--- src/rtl/seq_pkg.sv ---
// Shared types and widths for the sequence stepper.
package seq_pkg;

    localparam int unsigned SEQ_W  = 6;
    localparam int unsigned STEP_W = 4;
    localparam int unsigned FREQ_W = 3;
    localparam int unsigned ADDR_W = SEQ_W + STEP_W;

    typedef enum logic [1:0] {
        IDLE  = 2'd0,
        PLAY  = 2'd1,
        PAUSE = 2'd2
    } state_t;

endpackage

--- src/rtl/key_edge.sv ---
// Per-bit 2-flop synchronizer and falling-edge detector for active-low buttons.
module key_edge #(
    parameter int unsigned WIDTH = 4
) (
    input  logic             clk,
    input  logic             rst,
    input  logic [WIDTH-1:0] raw,
    output logic [WIDTH-1:0] press
);

    logic [WIDTH-1:0] sync1;
    logic [WIDTH-1:0] sync2;
    logic [WIDTH-1:0] prev;

    always_ff @(posedge clk or posedge rst) begin
        if (rst) begin
            sync1 <= '1;
            sync2 <= '1;
            prev  <= '1;
        end else begin
            sync1 <= raw;
            sync2 <= sync1;
            prev  <= sync2;
        end
    end

    assign press = prev & ~sync2;

endmodule

--- src/rtl/seq_stepper.sv ---
// Play/pause/stop stepper producing seq_num, freq_num and rom_addr for the tone ROM.
// Define SEQ_STEPPER_LOOP_EN to loop at step 15 instead of returning to IDLE.
module seq_stepper
    import seq_pkg::*;
#(
    parameter int unsigned BASE_TICKS = 12_500_000
) (
    input  logic              CLOCK_50,
    input  logic              reset,
    input  logic [3:0]        KEY,
    input  logic [2:0]        SW,
    output logic [SEQ_W-1:0]  seq_num,
    output logic [FREQ_W-1:0] freq_num,
    output logic [ADDR_W-1:0] rom_addr,
    output logic              step_pulse,
    output logic              playing
);

    localparam int unsigned CNT_W = (BASE_TICKS > 1) ? $clog2(BASE_TICKS) : 1;

    logic [3:0]        key_press;
    logic [FREQ_W-1:0] sw_s1;
    logic [FREQ_W-1:0] sw_s2;

    state_t            state, state_n;
    logic [STEP_W-1:0] step, step_n;
    logic [CNT_W-1:0]  cnt, cnt_n;
    logic [SEQ_W-1:0]  seq_n;
    logic              pulse_n;

    logic [31:0]       period;
    logic [CNT_W-1:0]  term;
    logic              do_play, do_stop, do_next, do_prev, tempo_change;

    key_edge #(.WIDTH(4)) u_key_edge (
        .clk   (CLOCK_50),
        .rst   (reset),
        .raw   (KEY),
        .press (key_press)
    );

    assign do_play      = key_press[0];
    assign do_stop      = key_press[1];
    assign do_next      = key_press[2];
    assign do_prev      = key_press[3];
    assign tempo_change = (sw_s2 != freq_num);

    always_comb begin
        period = 32'(BASE_TICKS) >> freq_num;
        if (period == 32'd0)
            period = 32'd1;
        term = CNT_W'(period - 32'd1);
    end

    // Priority: stop, then play/pause, then sequence change, then normal counting.
    always_comb begin
        state_n = state;
        step_n  = step;
        cnt_n   = cnt;
        seq_n   = seq_num;
        pulse_n = 1'b0;
        if (do_stop) begin
            state_n = IDLE;
            step_n  = '0;
            cnt_n   = '0;
        end else if (do_play) begin
            case (state)
                IDLE: begin
                    state_n = PLAY;
                    step_n  = '0;
                    cnt_n   = '0;
                end
                PLAY:    state_n = PAUSE;
                PAUSE:   state_n = PLAY;
                default: state_n = IDLE;
            endcase
        end else if (do_next ^ do_prev) begin
            seq_n  = do_next ? seq_num + 1'b1 : seq_num - 1'b1;
            step_n = '0;
            cnt_n  = '0;
        end else if (state == PLAY) begin
            if (cnt == term) begin
                cnt_n   = '0;
                pulse_n = 1'b1;
                if (step != '1) begin
                    step_n = step + 1'b1;
                end else begin
                    step_n = '0;
`ifdef SEQ_STEPPER_LOOP_EN
                    state_n = PLAY;
`else
                    state_n = IDLE;
`endif
                end
            end else begin
                cnt_n = cnt + 1'b1;
            end
        end
        // A tempo change restarts the count but never blocks a step already due.
        if (tempo_change)
            cnt_n = '0;
    end

    always_ff @(posedge CLOCK_50 or posedge reset) begin
        if (reset) begin
            sw_s1      <= '0;
            sw_s2      <= '0;
            freq_num   <= '0;
            state      <= IDLE;
            step       <= '0;
            cnt        <= '0;
            seq_num    <= '0;
            step_pulse <= 1'b0;
            playing    <= 1'b0;
        end else begin
            sw_s1      <= SW;
            sw_s2      <= sw_s1;
            freq_num   <= sw_s2;
            state      <= state_n;
            step       <= step_n;
            cnt        <= cnt_n;
            seq_num    <= seq_n;
            step_pulse <= pulse_n;
            playing    <= (state_n == PLAY);
        end
    end

    assign rom_addr = {seq_num, step};

endmodule
--- config.mk ---
export PLATFORM = sky130hd
export DESIGN_NAME = seq_stepper
export DESIGN_NICKNAME = d
export VERILOG_FILES = /design/src/rtl/seq_pkg.sv /design/src/rtl/key_edge.sv /design/src/rtl/seq_stepper.sv
export SDC_FILE = /design/constraint.sdc
export NUM_CORES = 1
export LEC_CHECK = 0
export ABC_AREA = 1
export CORE_UTILIZATION = 53
export CTS_CLUSTER_SIZE = 14
export DETAILED_ROUTE_END_ITERATION = 6
export PLACE_DENSITY_LB_ADDON = 0.15
export REMOVE_ABC_BUFFERS = 1
export SLEW_MARGIN = 20
export SYNTH_ARGS = -nofsm -noshare
export SYNTH_HDL_FRONTEND = slang
export SYNTH_SLANG_ARGS = --single-unit
--- constraint.sdc ---
create_clock -name CLOCK_50 -period 2.15 [get_ports CLOCK_50]
set_input_delay 0.215 -clock CLOCK_50 [delete_from_list [all_inputs] [get_ports CLOCK_50]]
set_output_delay 0.215 -clock CLOCK_50 [all_outputs]
set_load 0.05 [all_outputs]
# After elaboration in Yosys (flattened, before gate mapping)
# Index checks and enable logic that the tools add are counted.
# classes
addsub	5
n_eq_ne	8
shifts	1
muxes	28
bitwise	5
reduce_logical	9
# op_table
cell	count
24-bit 2-to-1 mux	8
32-bit logical NOT	1
24-bit by 3-bit right shift with 32-bit output (first input constant)	1
4-bit 2-to-1 mux	7
24-bit by 1-bit adder with 24-bit output (second input constant)	1
24-bit == test	1
24-bit by 1-bit subtractor with 24-bit output (second input constant)	1
2-bit 2-to-1 mux	6
4-bit nonzero test	2
6-bit by 1-bit adder with 6-bit output (second input constant)	1
6-bit 2-to-1 mux	1
3-bit AND reduction	2
6-bit by 1-bit subtractor with 6-bit output (second input constant)	1
1-bit 2-to-1 mux	5
5-bit nonzero test	1
4-bit by 1-bit adder with 4-bit output (second input constant)	1
4-bit AND	1
2-bit by 1-bit == test with 1-bit output (second input constant)	2
4-bit by 1-bit inequality test with 1-bit output (second input constant)	1
4-bit inequality test (second input constant)	1
4-bit inverter	1
2-bit one-hot mux with 2 select lines	1
3-bit by 1-bit inequality test with 1-bit output (second input constant)	1
3-bit inequality test	1
6 further kinds	7
# word_totals
reg_bits	59
out_inout_bits	21

# Depth between registers and ports, before layout
# depth
ltp_word	11
mapped_depth	17
mapped_depth_nobuf	16

# Cells and area by module
# Synthesis repeated with hierarchy kept, for this count alone.
# hier_totals
cells_unflattened	448
hier_area_um2	3432.0
# modules_own_cells
module	instances	cells_each	area_each_um2	seq_area_each_um2
seq_stepper	1	427	3072.9	1176.1
key_edge	1	21	359.1	315.3

# Worst setup path after synthesis
# OpenSTA, ideal clock, no wires.
# synth_timing
path_kind	register to register
startpoint	reg freq_num[2]
endpoint	reg cnt[13]
setup_time_ns	0.116
arrival_ns	2.350
slack_ns	-0.316
stages_incl_launch_ff	18
path_buffers	2
synth_period_minus_slack_ns	2.466
path_cell_list	dfrtp_1 -> buf_6 -> nand3_1 -> ha_1 -> inv_1 -> nand2_1 -> nand2_1 -> nor2_1 -> nand3_1 -> nor2_1 -> nand2_1 -> nor2_1 -> nand3_2 -> nand2_4 -> nor2_4 -> buf_6 -> nand2_1 -> nand2_1
# synth_via
elab_chain_cells	11
word_cells_on_any_way	15
classes_between	add/sub (1); eq/ne (3); shift (1); mux (7); reduce/logical (3)
# synth_rtl
item	line	source
start: declaration	seq_stepper.sv:13	output logic [FREQ_W-1:0] freq_num,
start signal: assignment	seq_stepper.sv:118	freq_num <= sw_s2;
24-bit by 3-bit right shift with 32-bit output	seq_stepper.sv:49	period = 32'(BASE_TICKS) >> freq_num;
32-bit logical NOT	seq_stepper.sv:50	if (period == 32'd0)
24-bit 2-to-1 mux	seq_stepper.sv:50	
24-bit by 1-bit subtractor with 24-bit output	seq_stepper.sv:52	term = CNT_W'(period - 32'd1);
24-bit == test	seq_stepper.sv:82	if (cnt == term) begin
24-bit 2-to-1 mux	seq_stepper.sv:82	
24-bit 2-to-1 mux	seq_stepper.sv:81	end else if (state == PLAY) begin
24-bit 2-to-1 mux	seq_stepper.sv:77	end else if (do_next ^ do_prev) begin
24-bit 2-to-1 mux	seq_stepper.sv:66	end else if (do_play) begin
24-bit 2-to-1 mux	seq_stepper.sv:62	if (do_stop) begin
24-bit 2-to-1 mux	seq_stepper.sv:100	if (tempo_change)
end signal: assignment	seq_stepper.sv:121	cnt <= cnt_n;
end: declaration	seq_stepper.sv:27	logic [CNT_W-1:0] cnt, cnt_n;
# Several ways; a longest one is shown, not always the timed one. The select of a mux whose other input is x is not followed.
# A chain may end at the register's enable or synchronous reset.

# Worst setup path after layout
# layout_timing
startpoint	reg freq_num[2]
endpoint	reg cnt[11]
# Same word-level chain as after synthesis.

==> out/results.tsv <==
stage	metric	value	unit
finish	drive_above_1_share	20.0	%
detailed_routing	vias	3643	
timing	fin_crit_sh	102	%
timing	fmax	0.454	GHz
timing	slew_headroom	65.6	%
placed_design	dp.cells	657	
placed_design	place_area	4330	µm²
synthesis	synth_cell_types	31	
job	maxCapViolCount	0	
detailed_routing	drt-met1-wl	4600	µm
pwr	power.density	808	nW/µm²
worst_setup_path	path_buf_inv	4	
finish	layout_common_cells	nand2_1, inv_1, dfrtp_1	
clock_network	cts-buffers-inserted	9	
finish	nets	598	
min_path	hold_path_class	in -> async	
worst_setup_path	r2r_end	cnt[11]$_DFFE_PP0P_	
clock_network	cts_tree	built	
pwr	p_clk_share	30.5	%
worst_setup_path	ff2ff_setup_slack	-50	ps
pwr	p_int	2.43	mW
clock_network	cts-htree-levels	3	
worst_setup_path	start_kind	register	
timing	finalSetupViolCount	25	
worst_setup_path	critPathRequiredTime	2360	ps
detailed_routing	routed.top_layer	met4	
die	ios	30	
timing	timing.final.hold_violations	0	
finish	final_area	4770	µm²
detailed_routing	wl_per_cell	15.4	µm
synthesis	syn_area_per_cell	7.32	µm²
pwr	switchingPower	1.43	mW
clock_network	cts.path.max_buffers	2	
pwr	p_leak	2.26	nW
detailed_routing	wl_met2	4940	µm
clock_network	path_clk_slew	80	ps
worst_setup_path	worst-path-stages	13	
placed_design	hpwl	7750	µm
worst_setup_path	arrival	2410	ps
detailed_routing	vias_per_cell	5.34	
die	coreArea	6790	µm²
global_route	overflow	0	
global_route	antenna_found_initial	0	
synthesis	syn-instance-count	511	
placed_design	port_buffers	29	
detailed_routing	drt_first_iter_violations	345	
detailed_routing	drt-total-wl	10500	µm
placed_design	gp_congestion	1.01	
worst_setup_path	cp_cell_sequence	buf_4 -> inv_2 -> buf_4 -> nand2_1 -> nand3_1 -> nand2_1 -> nor2_1 -> nand2_1 -> nor2_2 -> nand3_4 -> nand2_2 -> buf_4 -> o22ai_1	
worst_setup_path	cp-startpoint	freq_num[2]$_DFF_PP0_	
worst_setup_path	worstSetupEndpointType	register	
synthesis	synth-seq-cells	59	
outcome	outcome	finished, violations left	
clock_network	clock-root-buffer	clkbuf_8	
die	fp-row-count	30	
worst_setup_path	critPathTopFamily	simple AND/OR/NAND/NOR gates	
worst_setup_path	r2r-start	freq_num[2]$_DFF_PP0_	
synthesis	synth_edf_count	0	
finish	final_cells	682	
timing	finalWorstSetupSlack	-52.5	ps
die	dieHeight	86.0	µm
pwr	peakVddDrop	0.770	mV
synthesis	async_reset_ff_share	100	%
worst_setup_path	crit_fanout	9	
clock_network	cts_hold_buffers	0	
timing	rsz0062_at_grt	yes	
timing	tns	-631	ps
detailed_routing	post-route-drc-count	0	
die	die_area	7400	µm²
detailed_routing	met3WireLength	729	µm
worst_setup_path	critPathKind	reg -> reg	
pwr	p_seq_share	34.3	%
global_route	grt.total_usage	30.7	%
detailed_routing	antenna_left	0	
synthesis	synthFlopType	dfrtp_1	
synthesis	ys_seq_area_share	39.9	%
synthesis	yosysWarnings	0	
timing	finalCriticalPeriod	2200	ps
pwr	switching_share	37.1	%
outcome	failed_checks	negative setup slack	
global_route	grt_max_degree	60	
finish	antenna_cells	0	
worst_setup_path	worst_r2r_path_depth	13	
clock_network	clock_latency	350	ps
clock_network	numClockSinks	59	
worst_setup_path	worst_path_largest_cell_delay	460	ps
finish	syn_to_final_growth	27.5	%
timing	finalMaxSlewViolations	0	
worst_setup_path	endpoint	cnt[11]$_DFFE_PP0P_	
worst_setup_path	worst_path_max_delay_cell	dfrtp_2	
die	start_util	55.1	%
finish	layout_commonest_cell	nand2_1	
synthesis	syn_area	3740	µm²
global_route	grt_pass1_wl	17200	µm
timing	fin_worst_skew	16.3	ps
die	die_w	86.0	µm
global_route	grt_pass1_vias	3520	
timing	tightest_slew	514	ps
detailed_routing	drtPass1Iterations	5	
pwr	power_frac_comb	35.3	%
layer usage:
layer | track usage, % | vias to the layer above
li1 | - | 1769
met1 | 41.5 | 1704
met2 | 49.5 | 150
met3 | 4.72 | 20
met4 | 12.1 | 0
met5 | 0 | -
power groups by stage:
stage          Combinational [mW]  Sequential (mW)  Clock [mW]
2_1_floorplan               0.416             1.77           0
3_3_place_gp                 1.28             1.33           0
3_5_place_dp                 1.30             1.33           0
4_1_cts                      1.32             1.32        1.19
5_1_grt                      1.46             1.34        1.23
6_report                     1.36             1.32        1.18
sequential cells by signal (all words and copies together) (netlist names):
name / flops
sw_s1: 3
playing: 1
freq_num: 3
seq_num: 6
step_pulse: 1
state: 2
u_key_edge.sync2: 4
u_key_edge.sync1: 4
cnt: 24
step: 4
u_key_edge.prev: 4
sw_s2: 3
final cells by class:
cell class,instances,area (µm²)
multi-input combinational,382,2070
fill,554,2020
sequential,59,1490
timing repair buffer,74,657
inverter,55,206
clock buffer,12,155
tap,96,120
clock inverter,4,72.6
how the worst min path moves through the flow:
stage	slack (ps)	cells past startpoint	to	start
6_report	250	3	cnt[15]$_DFFE_PP0P_	reset
5_1_grt	280	3	cnt[14]$_DFFE_PP0P_	reset
4_1_cts	270	3	cnt[15]$_DFFE_PP0P_	reset
3_5_place_dp	340	0	sw_s2[0]$_DFF_PP0_	sw_s1[0]$_DFF_PP0_
3_3_place_gp	330	0	sw_s2[2]$_DFF_PP0_	sw_s1[2]$_DFF_PP0_
2_1_floorplan	220	0	u_key_edge.sync1[0]$_DFF_PP1_	KEY[0]
cells by family (layout without fill, tap and decap cells):
family | after synthesis | in the layout | synth area share [%]
adder cells (fa/ha/maj) | 8 | 8 | 2.88
XOR/XNOR | 31 | 31 | 7.26
flip-flops | 59 | 59 | 39.9
AO/OA/AOI/OAI | 34 | 34 | 5.02
buffers and inverters | 72 | 145 | 8.99
AND/OR/NAND/NOR | 307 | 309 | 36.0
per-stage QoR:
step	power [mW]	hold WS [ps]	utilization [%]	setup slack (ps)
final	3.86	248	70.3	-52.5
after global routing	4.04	283	70.3	-184
after CTS	3.83	268	68.7	-47.6
after detailed placement	2.63	336	63.8	-189
after global placement	2.61	333	63.8	-127
after floorplan	2.19	219	-	-443
worst register-to-register path: cells and delay by family, from the launching register on:
family	cells	cell delay, ps
AO/OA/AOI/OAI	1	60
buffers and inverters	4	640
flip-flops	1	460
AND/OR/NAND/NOR	8	900
Yosys cell counts (3+ instances only):
cell type    n  area share, %
nand3_1     41            5.5
nor4_1       3           0.50
xor2_1      22            5.1
dfrtp_1     47             31
nand4_1     13            2.2
nor2_2       3           0.50
dfstp_2     12            8.4
o21ai_0     12            1.6
buf_4        6            1.2
nand3_2      3           0.80
nor2_1      42            4.2
xnor2_1      9            2.1
buf_6        5            1.5
buf_2        5           0.67
nor3_1       7           0.94
o22ai_1      9            1.5
nor3b_1      4           0.80
nand3b_1     5            1.0
inv_1       53            5.3
a21oi_1     10            1.3
ha_1         7            2.3
nand2_1    180             18
what timing repair did:
action                                  CTS  global route
setup buffers                             6             2
gates resized for setup                  14            24
endpoints found under the setup margin   30            32
pin swaps                                 3            18
cloned                                    2             0
No activity file was read; power rests on OpenSTA's default activity.
